===== config.mk =====
export PLATFORM = sky130hd
export DESIGN_NAME = conv_job_scheduler
export DESIGN_NICKNAME = d
export VERILOG_FILES = /design/src/rtl/conv_job_scheduler_pkg.sv /design/src/rtl/conv_desc_fifo.sv /design/src/rtl/conv_job_scheduler.sv
export SDC_FILE = /design/constraint.sdc
export NUM_CORES = 1
export LEC_CHECK = 0
export CELL_PAD_IN_SITES_DETAIL_PLACEMENT = 0
export CELL_PAD_IN_SITES_GLOBAL_PLACEMENT = 1
export CORE_ASPECT_RATIO = 1.75
export CORE_MARGIN = 5
export CORE_UTILIZATION = 41
export CTS_BUF_LIST = sky130_fd_sc_hd__clkbuf_2
export CTS_CLUSTER_SIZE = 12
export DETAILED_ROUTE_END_ITERATION = 6
export GPL_TIMING_DRIVEN = 0
export PLACE_DENSITY = 0.71
export SETUP_SLACK_MARGIN = 0.02
export SLEW_MARGIN = 20
export SYNTH_ARGS = -nofsm -noshare
export SYNTH_HDL_FRONTEND = slang
export SYNTH_SLANG_ARGS = --single-unit

===== constraint.sdc =====
create_clock -name clk -period 3.3 [get_ports clk]
set_input_delay 0.495 -clock clk [delete_from_list [all_inputs] [get_ports clk]]
set_output_delay 0.495 -clock clk [all_outputs]
set_load 0.02 [all_outputs]

===== src/rtl/conv_job_scheduler_pkg.sv =====
// Shared definitions for the convolution job scheduler: one-hot FSM encodings
// and the job descriptor layout.
package conv_job_scheduler_pkg;

    localparam int DESC_AW = 12;

    localparam int S_IDLE      = 0;
    localparam int S_LAUNCH    = 1;
    localparam int S_WAIT_BUSY = 2;
    localparam int S_RUN       = 3;
    localparam int S_DONE      = 4;
    localparam int S_DRAIN     = 5;
    localparam int S_HALT      = 6;

    localparam logic [6:0] ST_IDLE      = 7'b000_0001;
    localparam logic [6:0] ST_LAUNCH    = 7'b000_0010;
    localparam logic [6:0] ST_WAIT_BUSY = 7'b000_0100;
    localparam logic [6:0] ST_RUN       = 7'b000_1000;
    localparam logic [6:0] ST_DONE      = 7'b001_0000;
    localparam logic [6:0] ST_DRAIN     = 7'b010_0000;
    localparam logic [6:0] ST_HALT      = 7'b100_0000;

    typedef struct packed {
        logic [DESC_AW-1:0] in_base;
        logic [DESC_AW-1:0] out_base;
        logic [DESC_AW-1:0] wgt_addr;
    } desc_t;

endpackage


===== src/rtl/conv_desc_fifo.sv =====
// Descriptor FIFO: DEPTH entries of W bits, wrap-bit pointers, synchronous flush
// that also discards a push issued in the same cycle.
module conv_desc_fifo #(
    parameter int DEPTH = 4,
    parameter int W     = 36
) (
    input  logic         clk,
    input  logic         reset_b,
    input  logic         push_i,
    input  logic         pop_i,
    input  logic         flush_i,
    input  logic [W-1:0] wdata_i,
    output logic [W-1:0] rdata_o,
    output logic         full_o,
    output logic         empty_o
);
    localparam int PW = $clog2(DEPTH);

    logic [W-1:0] mem_q [DEPTH];
    logic [PW:0]  wr_q;
    logic [PW:0]  rd_q;
    logic         do_push_s;
    logic         do_pop_s;

    assign empty_o   = (wr_q == rd_q);
    assign full_o    = (wr_q[PW] != rd_q[PW]) && (wr_q[PW-1:0] == rd_q[PW-1:0]);
    assign do_push_s = push_i & ~full_o & ~flush_i;
    assign do_pop_s  = pop_i & ~empty_o & ~flush_i;
    assign rdata_o   = mem_q[rd_q[PW-1:0]];

    // Pointer update; flush empties the queue outright.
    always_ff @(posedge clk or negedge reset_b) begin
        if (!reset_b) begin
            wr_q <= {(PW+1){1'b0}};
            rd_q <= {(PW+1){1'b0}};
        end else if (flush_i) begin
            wr_q <= {(PW+1){1'b0}};
            rd_q <= {(PW+1){1'b0}};
        end else begin
            if (do_push_s) wr_q <= wr_q + {{PW{1'b0}}, 1'b1};
            if (do_pop_s)  rd_q <= rd_q + {{PW{1'b0}}, 1'b1};
        end
    end

    // Storage array write port.
    always_ff @(posedge clk) begin
        if (do_push_s) mem_q[wr_q[PW-1:0]] <= wdata_i;
    end

endmodule


===== src/rtl/conv_job_scheduler.sv =====
// Launches queued conv jobs one at a time over the engine run/busy handshake,
// holding descriptor fields per job, counting completions and trapping hangs.
module conv_job_scheduler
    import conv_job_scheduler_pkg::*;
#(
    parameter int DEPTH    = 4,
    parameter int AW       = DESC_AW,
    parameter int START_TO = 8,
    parameter int RUN_TO   = 4096,
    parameter int CNTW     = 8
) (
    input  logic            clk,
    input  logic            reset_b,
    input  logic            job_valid,
    output logic            job_ready,
    input  logic [AW-1:0]   job_in_base,
    input  logic [AW-1:0]   job_out_base,
    input  logic [AW-1:0]   job_wgt_addr,
    input  logic            abort,
    input  logic            err_clear,
    output logic            eng_run,
    input  logic            eng_busy,
    output logic [AW-1:0]   eng_in_base,
    output logic [AW-1:0]   eng_out_base,
    output logic [AW-1:0]   eng_wgt_addr,
    output logic            sched_busy,
    output logic            job_done,
    output logic [CNTW-1:0] jobs_done,
    output logic            err_timeout
);
    localparam int WDW = $clog2(RUN_TO);
    localparam logic [WDW-1:0] START_LIM = WDW'(START_TO - 1);
    localparam logic [WDW-1:0] RUN_LIM   = WDW'(RUN_TO - 1);
    localparam logic [WDW-1:0] WD_MAX    = {WDW{1'b1}};

    logic [6:0]      state_q, state_d;
    logic [WDW-1:0]  wdog_q, wdog_d, wdog_inc_s;
    logic            err_q, err_d;
    logic [CNTW-1:0] cnt_q, cnt_d;
    logic [AW-1:0]   in_q, out_q, wgt_q;
    logic            ready_en_q;
    logic            pop_s, fifo_full_s, fifo_empty_s;
    logic [3*AW-1:0] fifo_rdata_s;

    conv_desc_fifo #(.DEPTH(DEPTH), .W(3 * AW)) u_fifo (
        .clk     (clk),
        .reset_b (reset_b),
        .push_i  (job_valid),
        .pop_i   (pop_s),
        .flush_i (abort),
        .wdata_i ({job_in_base, job_out_base, job_wgt_addr}),
        .rdata_o (fifo_rdata_s),
        .full_o  (fifo_full_s),
        .empty_o (fifo_empty_s)
    );

    // The ready mask keeps job_ready low while reset is asserted.
    assign job_ready    = ready_en_q & ~fifo_full_s;
    assign eng_run      = state_q[S_LAUNCH];
    assign job_done     = state_q[S_DONE];
    assign sched_busy   = ~state_q[S_IDLE] | ~fifo_empty_s;
    assign err_timeout  = err_q;
    assign jobs_done    = cnt_q;
    assign eng_in_base  = in_q;
    assign eng_out_base = out_q;
    assign eng_wgt_addr = wgt_q;
    assign wdog_inc_s   = (wdog_q == WD_MAX) ? wdog_q : wdog_q + {{(WDW-1){1'b0}}, 1'b1};

    // Next-state logic for the job FSM, watchdog, error flag and counter.
    always_comb begin
        state_d = state_q;
        wdog_d  = wdog_q;
        err_d   = err_q;
        cnt_d   = cnt_q;
        pop_s   = 1'b0;
        case (state_q)
            ST_IDLE: begin
                if (!fifo_empty_s && !abort) begin
                    pop_s   = 1'b1;
                    state_d = ST_LAUNCH;
                end else begin
                    state_d = ST_IDLE;
                end
            end
            ST_LAUNCH: begin
                wdog_d  = {WDW{1'b0}};
                state_d = abort ? ST_DRAIN : ST_WAIT_BUSY;
            end
            ST_WAIT_BUSY: begin
                if (abort) begin
                    state_d = ST_DRAIN;
                end else if (eng_busy) begin
                    state_d = ST_RUN;
                    wdog_d  = {WDW{1'b0}};
                end else if (wdog_q == START_LIM) begin
                    state_d = ST_HALT;
                    err_d   = 1'b1;
                end else begin
                    wdog_d  = wdog_inc_s;
                end
            end
            ST_RUN: begin
                if (abort) begin
                    state_d = ST_DRAIN;
                end else if (!eng_busy) begin
                    state_d = ST_DONE;
                    cnt_d   = cnt_q + {{(CNTW-1){1'b0}}, 1'b1};
                end else if (wdog_q == RUN_LIM) begin
                    state_d = ST_HALT;
                    err_d   = 1'b1;
                end else begin
                    wdog_d  = wdog_inc_s;
                end
            end
            ST_DONE:  state_d = ST_IDLE;
            ST_DRAIN: state_d = eng_busy ? ST_DRAIN : ST_IDLE;
            ST_HALT: begin
                if (err_clear) begin
                    state_d = ST_IDLE;
                    err_d   = 1'b0;
                end else begin
                    state_d = ST_HALT;
                end
            end
            default:  state_d = ST_IDLE;
        endcase
    end

    // Control registers.
    always_ff @(posedge clk or negedge reset_b) begin
        if (!reset_b) begin
            state_q    <= ST_IDLE;
            wdog_q     <= {WDW{1'b0}};
            err_q      <= 1'b0;
            cnt_q      <= {CNTW{1'b0}};
            ready_en_q <= 1'b0;
        end else begin
            state_q    <= state_d;
            wdog_q     <= wdog_d;
            err_q      <= err_d;
            cnt_q      <= cnt_d;
            ready_en_q <= 1'b1;
        end
    end

    // Descriptor hold registers, loaded only when a job is popped.
    always_ff @(posedge clk or negedge reset_b) begin
        if (!reset_b) begin
            in_q  <= {AW{1'b0}};
            out_q <= {AW{1'b0}};
            wgt_q <= {AW{1'b0}};
        end else if (pop_s) begin
            in_q  <= fifo_rdata_s[3*AW-1 -: AW];
            out_q <= fifo_rdata_s[2*AW-1 -: AW];
            wgt_q <= fifo_rdata_s[AW-1:0];
        end
    end

endmodule


Word-level counts from Yosys, hierarchy flattened
Memory sizes are Yosys's and may differ from the RTL's. A register that Yosys moved wholly into a read port is not among the register bits.
Cells that the tools add are included.
{"block": "totals", "regBits": 35, "ramBits": 144, "in_bits": 42, "wordCells": 93, "mem_count": 1}
{"memory": "u_fifo.mem_q", "words": 4, "width": 36, "read_ports": 1, "rd_ports_with_merged_regs": 1, "wr": 1, "line": "conv_desc_fifo.sv:19", "source": "logic [W-1:0] mem_q [DEPTH];"}
{"block": "classes", "addsub": 4, "eq_ne": 22, "muxes": 35, "bitwise_logic": 11, "reduce_logical": 13}
{"cell": "two-way mux 12 bit", "n": 7}
{"cell": "two-way mux 7 bit", "n": 7}
{"cell": "case mux 7 bit (6 select lines)", "n": 1}
{"cell": "case mux 12 bit (3 select lines)", "n": 1}
{"cell": "inequality test 2 bit (second input constant)", "n": 8}
{"cell": "adder 12 x 1 -> 12 bit (second input constant)", "n": 1}
{"cell": "equality test 12 bit (second input constant)", "n": 1}
{"cell": "equality test 12 x 3 -> 1 bit (second input constant)", "n": 1}
{"cell": "two-way mux 3 bit", "n": 4}
{"cell": "two-way mux 6 bit", "n": 2}
{"cell": "two-way mux 1 bit", "n": 11}
{"cell": "adder 8 x 1 -> 8 bit (second input constant)", "n": 1}
{"cell": "inequality test 4 bit (second input constant)", "n": 2}
{"cell": "AND reduction 8 bit", "n": 1}
{"cell": "equality test 7 x 1 -> 1 bit (second input constant)", "n": 1}
{"cell": "equality test 7 x 2 -> 1 bit (second input constant)", "n": 1}
{"cell": "equality test 7 x 3 -> 1 bit (second input constant)", "n": 1}
{"cell": "equality test 7 x 4 -> 1 bit (second input constant)", "n": 1}
{"cell": "equality test 7 x 6 -> 1 bit (second input constant)", "n": 1}
{"cell": "equality test 7 bit (second input constant)", "n": 1}
{"cell": "adder 3 x 1 -> 3 bit (second input constant)", "n": 2}
{"cell": "AND reduction 6 bit", "n": 1}
{"cell": "nonzero test 3 bit", "n": 2}
{"cell": "AND 1 bit", "n": 5}
{"cell": "13 further kinds", "n": 21}

Longest topological paths before layout
Gate-level depths: netlist of run 1.
{"block": "depth", "word_depth": 9, "mapped_depth": 8}

By module
A second synthesis of run 1 with hierarchy kept.
{"block": "unflattened", "hier_cells": 527, "area_unflattened_um2": 8839.7}
{"module": "conv_desc_fifo", "n_inst": 1, "cells_per_inst": 253, "area_per_inst_um2": 5749.3, "seq_area_each_um2": 4474.3}
{"module": "conv_job_scheduler", "n_inst": 1, "cells_per_inst": 274, "area_per_inst_um2": 3090.5, "seq_area_each_um2": 1627.8}

Worst setup path before layout of run 1
No wires, ideal clock.
{"block": "synth_path", "path_kind": "register to register", "startpoint": "register u_fifo.rd_q[2]", "endpoint": "memory u_fifo.mem_q[0][0] (enable)", "setup_time_ns": 0.397, "t_arrival_ns": 1.919, "required_time_ns": 2.903, "setup_slack_ns": 0.984, "stages_incl_launch_ff": 6, "path_buffers": 0, "synth_period_minus_slack_ns": 2.316, "cell_sequence": "dfrtp_1 xnor2_1 nand3b_1 nand2_1 nor2_1 and2_1"}
{"block": "synth_via", "elab_chain_cells": 7}
{"item": "from (decl)", "line": "conv_desc_fifo.sv:21", "source": "logic [PW:0] rd_q;"}
{"item": "from (signal assigned)", "line": "conv_desc_fifo.sv:35", "source": "rd_q <= {(PW+1){1'b0}};"}
{"item": "from (signal assigned)", "line": "conv_desc_fifo.sv:38", "source": "rd_q <= {(PW+1){1'b0}};"}
{"item": "from (signal assigned)", "line": "conv_desc_fifo.sv:41", "source": "if (do_pop_s) rd_q <= rd_q + {{PW{1'b0}}, 1'b1};"}
{"item": "inequality test 1 bit", "line": "conv_desc_fifo.sv:26", "source": "assign full_o = (wr_q[PW] != rd_q[PW]) && (wr_q[PW-1:0] == rd_q[PW-1:0]);"}
{"item": "logical AND 1 bit", "line": "conv_desc_fifo.sv:26"}
{"item": "inverter 1 bit", "line": "conv_desc_fifo.sv:27", "source": "assign do_push_s = push_i & ~full_o & ~flush_i;"}
{"item": "AND 1 bit (2 in series)", "line": "conv_desc_fifo.sv:27"}
{"item": "two-way mux 1 bit", "line": "conv_desc_fifo.sv:47", "source": "if (do_push_s) mem_q[wr_q[PW-1:0]] <= wdata_i;"}
{"item": "two-way mux 1 bit (not written as such)", "line": "conv_desc_fifo.sv:47"}
{"item": "to (decl)", "line": "conv_desc_fifo.sv:19"}
No other way between the ends.

Worst setup path in the final report of run 1
{"block": "layout_path", "startpoint": "register u_fifo.wr_q[1]", "endpoint": "output port job_ready"}
{"block": "layout_via", "elab_chain_cells": 4}
{"item": "from (decl)", "line": "conv_desc_fifo.sv:20", "source": "logic [PW:0] wr_q;"}
{"item": "from (signal assigned)", "line": "conv_desc_fifo.sv:34", "source": "wr_q <= {(PW+1){1'b0}};"}
{"item": "from (signal assigned)", "line": "conv_desc_fifo.sv:37", "source": "wr_q <= {(PW+1){1'b0}};"}
{"item": "from (signal assigned)", "line": "conv_desc_fifo.sv:40", "source": "if (do_push_s) wr_q <= wr_q + {{PW{1'b0}}, 1'b1};"}
{"item": "equality test 2 bit", "line": "conv_desc_fifo.sv:26"}
{"item": "logical AND 1 bit", "line": "conv_desc_fifo.sv:26"}
{"item": "inverter 1 bit", "line": "conv_job_scheduler.sv:58", "source": "assign job_ready = ready_en_q & ~fifo_full_s;"}
{"item": "AND 1 bit", "line": "conv_job_scheduler.sv:58"}
{"item": "to (decl)", "line": "conv_job_scheduler.sv:15", "source": "output logic job_ready,"}
No other way between the ends.

==> results of run 1 <==
[layout make-up]
type / count / area (um^2)
multi-input cells: 237 / 2330
diodes: 1 / 2.50
repair buffers: 96 / 1020
well taps: 248 / 310
fillers: 1763 / 10100
flip-flops and latches: 215 / 6100
plain buffers: 17 / 77.6
clock buffers: 71 / 355
clock inverters: 15 / 66.3
inverters: 3 / 11.3
[placed cells by master, fill, tap and decap left out, types with 3 or more instances in the layout]
master,n
and2_1,6
a41oi_1,3
inv_1,3
mux4_2,36
and2_2,4
nand2_1,10
a21oi_1,8
nor4_1,4
buf_12,3
buf_4,3
buf_2,5
a21boi_0,4
ha_1,7
mux2_2,37
xor2_1,4
nor2_1,15
clkinv_1,12
edfxtp_1,144
o31ai_1,3
clkbuf_2,71
nand4_1,7
nand3_1,14
clkdlybuf4s50_1,89
or3_1,3
and3_1,9
o21ai_0,12
clkbuf_1,8
dfrtp_1,70
xnor2_1,11
nand2b_1,3
[repair_timing]
| item | in CTS | in global routing |
|---|---|---|
| hold buffers | 1 | 0 |
| setup buffers | 0 | 0 |
| endpoints found under the hold margin | 33 | 0 |
[where the power goes]
part,switching (uW),internal (uW)
logic,1010,1120
registers,215,3220
clock network,978,578
total,2210,4920
[sequential cells by signal (all words and copies together), names as in the netlist]
name	count
err_timeout	1
u_fifo.wr_q	3
eng_in_base	12
state_q	7
wdog_q	12
u_fifo.rd_q	3
ready_en_q	1
eng_wgt_addr	12
u_fifo.mem_q	144
jobs_done	8
eng_out_base	12
[cells by family after synthesis]
kind of cell / after synthesis
muxes: 74
and+or+nand+nor: 98
adders and majority gates: 7
xor gates and xnor gates: 15
other: 1
buffers and inverters: 20
DFF: 215
AOI/OAI and AO/OA: 42
[worst max-delay path by stage]
stage / slack (ns) / to / depth (start not counted)
6_report: 0.41 / job_ready / 4
5_1_grt: 0.19 / job_ready / 4
3_5_place_dp: 0.41 / wdog_q[6]$_DFFE_PN0P_ / 7
3_3_place_gp: -1.19 / eng_in_base[8]$_DFFE_PN0N_ / 1
2_1_floorplan: 0.98 / u_fifo.mem_q[0][0]$_DFFE_PP_ / 5
4_1_cts: 0.28 / job_ready / 4
[per-layer routing]
layer	routed length (um)	global-route usage (%)
met1	6130	15.2
met2	10000	29.1
met3	956	4.37
met4	485	6.13
met5	0	0
[through the flow]
stage	std cells	cell area (um^2)	hold slack, ns	utilization, %	total power, uW
5_1_grt	903	10300	0.137	50.5	7580
3_5_place_dp	815	9850	0.467	48.3	5680
2_1_floorplan	472	8520	0.199	-	4740
3_3_place_gp	810	9730	0.463	47.8	5610
4_1_cts	902	10300	0.0953	50.5	7270
6_report	903	10300	0.188	50.5	7130
[worst reg2reg max path, stage by stage (launching register included)]
cell     delay (ns)
dfrtp_1        0.49
nor3_1         0.47
and2_1         0.24
and3_1         0.24
nor2b_1        0.18
buf_2          0.32
buf_2          0.36
mux2_2         0.38
==> flow_summary.yaml, run 1 <==
die:
  ios: 91
  die_x_um: 119
  fp.coreArea_um2: 20400
  row_count: 69
  die_h_um: 201
  start_util_pct: 41.8
  die_area_um2: 23900
route:
  num_vias: 4783
  viasPerCell: 5.30
  antenna_left: 0
  drtPass1Iterations: 5
  drt_first_iter_violations: 293
  wl_per_cell_um: 19.5
  drc: 0
  wl_um: 17600
synth:
  synth_top_family_by_area: "multiplexers"
  ys_async_sr_fraction_pct: 33.0
  yosys.area.top_type: "edfxtp_1"
  yosysTopAreaCellShare_pct: 50.7
  syn_area_per_cell_um2: 18.1
  muxShareOfSynthArea_pct: 14.5
  synthFlopType: "edfxtp_1"
  synth_cells: 472
  ys_seq_elements: 215
  yosys.area_share.simple_pct: 6.81
  mappedNetlistArea_um2: 8520
  synth-compound-area-share_pct: 3.39
  synth_common_cells: "edfxtp_1 (144), dfrtp_1 (70), mux2_2 (37)"
  synth.distinct_cells: 53
  synthXorXnorAreaFrac_pct: 1.54
  ys_warn_count: 0
  synth_area_leaders: "edfxtp_1 (51%), dfrtp_1 (21%), mux4_2 (9.5%), mux2_2 (4.9%), xnor2_1 (1.1%)"
  seq_area_frac_synth_pct: 71.6
  yosys.cell_count.top_type: "edfxtp_1"
  synth_enable_flop_cells: 144
  synth_fa_ha_area_share_pct: 1.03
  syn-num-nets: 521
power_and_ir_drop:
  power_density_nw_per_um2: 693
  p_leak_uw: 0.00371
  max-vdd-ir-drop_mv: 0.396
clock_tree:
  clkSinkCount: 215
  path_clk_slew_ns: 0.11
  cts_inserted_buffers: 48
  cts.htree.levels: 2
  clockBufferDepth: 3
  clk_latency_ns: 0.79
  clockRootBuffer: "clkbuf_2"
  cts_resized: 0
  tritoncts: "yes"
worst_setup_path:
  r2r_slack_ns: 0.59
  cp-end-kind: "primary output"
  required_ns: 2.80
  reg2reg_from: "state_q[1]$_DFFE_PN0P_"
  timing.rr.end: "eng_out_base[10]$_DFFE_PN0N_"
  slowest_stage: "clkdlybuf4s50_1"
  startpoint_type: "flip-flop"
  cp_max_fo: 5
  critPathLaunch: "u_fifo.wr_q[1]$_DFFE_PN0P_"
  r2r_cells: 7
  path_class: "reg -> out"
  cpPeakStageDelay_ns: 0.54
  path_delay_family: "buffers and inverters"
  crit_chain: "xnor2_1, nand3b_1, and2_1, clkdlybuf4s50_1"
  crit_buf_inv: 1
  worst_ep_arrival_time_ns: 2.39
timing:
  setup_tns_ns: 0
  max_freq_mhz: 347
  post-route-period-util_pct: 87.4
  rsz0062_at_grt: "false"
  worst_pin_slew_ns: 1.03
  hold_viol_final: 0
  fin_crit_ns: 2.89
  slew_headroom_pct: 30.7
  finalSetupViolCount: 0
  worst_clock_skew_ns: 0.0912
  fin_ws_ns: 0.414
  slew_viol_final: 0
global_route:
  antenna_found_initial: 1
  grt_pass1_wl_um: 28400
  grt_overflow: 0
  grt_pass1_vias: 5289
  track_usage_pct: 15.2
  grt_max_degree: 48
run:
  maxCapViolations: 0
place:
  io_buffers: 90
  dp_slack_ns: 0.412
  routabilityCongestion: 0.729
  hpwl_um: 11900
outcome:
  outcome: "complete, no violations"
hold_path:
  hold_class: "in -> async"
cells_and_area:
  syn_to_final_growth_pct: 20.7
  nets: 667
  layout-drive-gt1-share_pct: 26.8
Note: power is estimated with default switching activity, not from simulation.
==> inputs of run 2 (changes only) <==
--- a/config.mk
+++ b/config.mk
@@ -9,12 +9,12 @@
 export CELL_PAD_IN_SITES_GLOBAL_PLACEMENT = 1
 export CORE_ASPECT_RATIO = 1.75
 export CORE_MARGIN = 5
-export CORE_UTILIZATION = 41
+export CORE_UTILIZATION = 30
 export CTS_BUF_LIST = sky130_fd_sc_hd__clkbuf_2
 export CTS_CLUSTER_SIZE = 12
 export DETAILED_ROUTE_END_ITERATION = 6
 export GPL_TIMING_DRIVEN = 0
-export PLACE_DENSITY = 0.71
+export PLACE_DENSITY = 0.56
 export SETUP_SLACK_MARGIN = 0.02
 export SLEW_MARGIN = 20
 export SYNTH_ARGS = -nofsm -noshare
==> flow_summary.yaml, run 2 (same netlist as run 1, synthesis figures left out) <==
cells_and_area:
  largest_reg_flops: 144
  syn_to_final_growth_pct: 22.5
  final_cells: 1036
  layout-drive-gt1-share_pct: 26.9
  final_cell_mix: "edfxtp_1 (144), clkdlybuf4s50_1 (89), clkbuf_2 (73)"
  final_common_cell: "edfxtp_1"
  nets: 668
  final_area_um2: 10400
global_route:
  grt_overflow: 0
  grt_pass1_vias: 5444
  grt_pass1_wl_um: 29500
  track_usage_pct: 12.3
  grt_max_degree: 41
  antenna_found_initial: 1
worst_setup_path:
  path_class: "reg -> out"
  startpoint_type: "flip-flop"
  worst_ep_arrival_time_ns: 2.47
  slowest_stage: "clkdlybuf4s50_1"
  cpPeakStageDelay_ns: 0.61
  cp_max_fo: 4
  timing.rr.end: "eng_in_base[4]$_DFFE_PN0N_"
  path_delay_family: "buffers and inverters"
  critPathLaunch: "u_fifo.rd_q[2]$_DFFE_PN0P_"
  r2r_slack_ns: 0.48
  reg2reg_from: "state_q[1]$_DFFE_PN0P_"
  r2r_cells: 7
  required_ns: 2.80
  crit_buf_inv: 1
  cp-end-kind: "primary output"
  crit_chain: "xnor2_1, nand3b_1, and2_1, clkdlybuf4s50_1"
die:
  die_x_um: 137
  fp.coreArea_um2: 28000
  start_util_pct: 30.5
  die_area_um2: 32000
  die_h_um: 233
  ios: 91
  row_count: 81
power_and_ir_drop:
  power.total_uw: 7320
  power_density_nw_per_um2: 701
  p_leak_uw: 0.00372
  max-vdd-ir-drop_mv: 0.338
run:
  maxCapViolations: 0
route:
  drc: 0
  drt_first_iter_violations: 237
  wl_per_cell_um: 18.4
  drtPass1Iterations: 6
  viasPerCell: 4.62
  antenna_left: 0
  wl_um: 19100
  num_vias: 4790
place:
  placed_area_um2: 9940
  dp_slack_ns: 0.380
  hpwl_um: 12000
  routabilityCongestion: 0.739
  io_buffers: 90
  dp_cells: 937
clock_tree:
  clk_latency_ns: 0.83
  clkSinkCount: 215
  tritoncts: "yes"
  post_cts_buffers: 0
  cts_inserted_buffers: 52
  clockBufferDepth: 3
  clockRootBuffer: "clkbuf_2"
  cts.htree.levels: 2
  path_clk_slew_ns: 0.12
timing:
  finalSetupViolCount: 0
  rsz0062_at_grt: "false"
  max_freq_mhz: 337
  hold_viol_final: 0
  fin_crit_ns: 2.97
  worst_clock_skew_ns: 0.0466
  worst_pin_slew_ns: 0.961
  slew_headroom_pct: 35.4
  whs_ns: 0.200
  post-route-period-util_pct: 90.0
  fin_ws_ns: 0.331
  slew_viol_final: 0
outcome:
  outcome: "complete, no violations"
hold_path:
  hold_class: "in -> async"
## run 2: cell count changes in the layout (fill, tap and decap cells not counted), moves of 2 or more
cell and change:
buf_12 -2, clkinv_1 +4, and2_2 -3, and2_4 +3
clkinv_2 +4, clkbuf_2 +2
## run 2: how the worst max path moves through the flow
stage / end / cells after the start
after detailed placement: wdog_q[10]$_DFFE_PN0P_ / 7
after floorplan: u_fifo.mem_q[0][0]$_DFFE_PP_ / 5
after CTS: job_ready / 4
after global placement: eng_in_base[10]$_DFFE_PN0N_ / 1
after global routing: job_ready / 4
final: job_ready / 4
## run 2: timing repair
| action | 4_1_cts | 5_1_grt |
|---|---|---|
| gates resized for setup | 0 | 0 |
| hold buffers | 1 | 0 |
| hold endpoints to repair | 70 | 0 |
## run 2: area by class of cell
type | count | area, um^2
Clock inverter | 23 | 119
Multi-Input combinational cell | 237 | 2340
Fill cell | 2740 | 17500
Buffer | 17 | 77.6
Timing Repair Buffer | 93 | 956
Clock buffer | 73 | 365
Inverter | 3 | 11.3
Tap cell | 373 | 467
Antenna cell | 2 | 5.00
Sequential cell | 215 | 6100
## run 2: routing by layer
layer  vias to the layer above  track usage (%)  wire length (um)
met5                         -                0                 0
met4                         0             4.99               529
met3                        45             3.68              1070
met2                       128             22.8             10600
met1                      2422             12.5              6810
li1                       2195                -                 -
## run 2: power by group
| group | internal, uW | switching, uW | total, uW |
|---|---|---|---|
| Combinational | 1120 | 1010 | 2120 |
| Clock | 684 | 1060 | 1750 |
| Sequential | 3220 | 225 | 3450 |
## run 2: worst register-to-register path: cells and delay by family (launching register included)
family	cells	cell delay (ns)
buffers and inverters	2	0.68
AND/OR/NAND/NOR	4	1.17
flip-flops	1	0.50
multiplexers	1	0.37
## run 2: through the flow
step	setup TNS [ns]	utilization, %
floorplan	0	-
global placement	-159.75	35.4
detailed placement	0	35.5
CTS	0	37.3
global route	0	37.3
finish	0	37.3
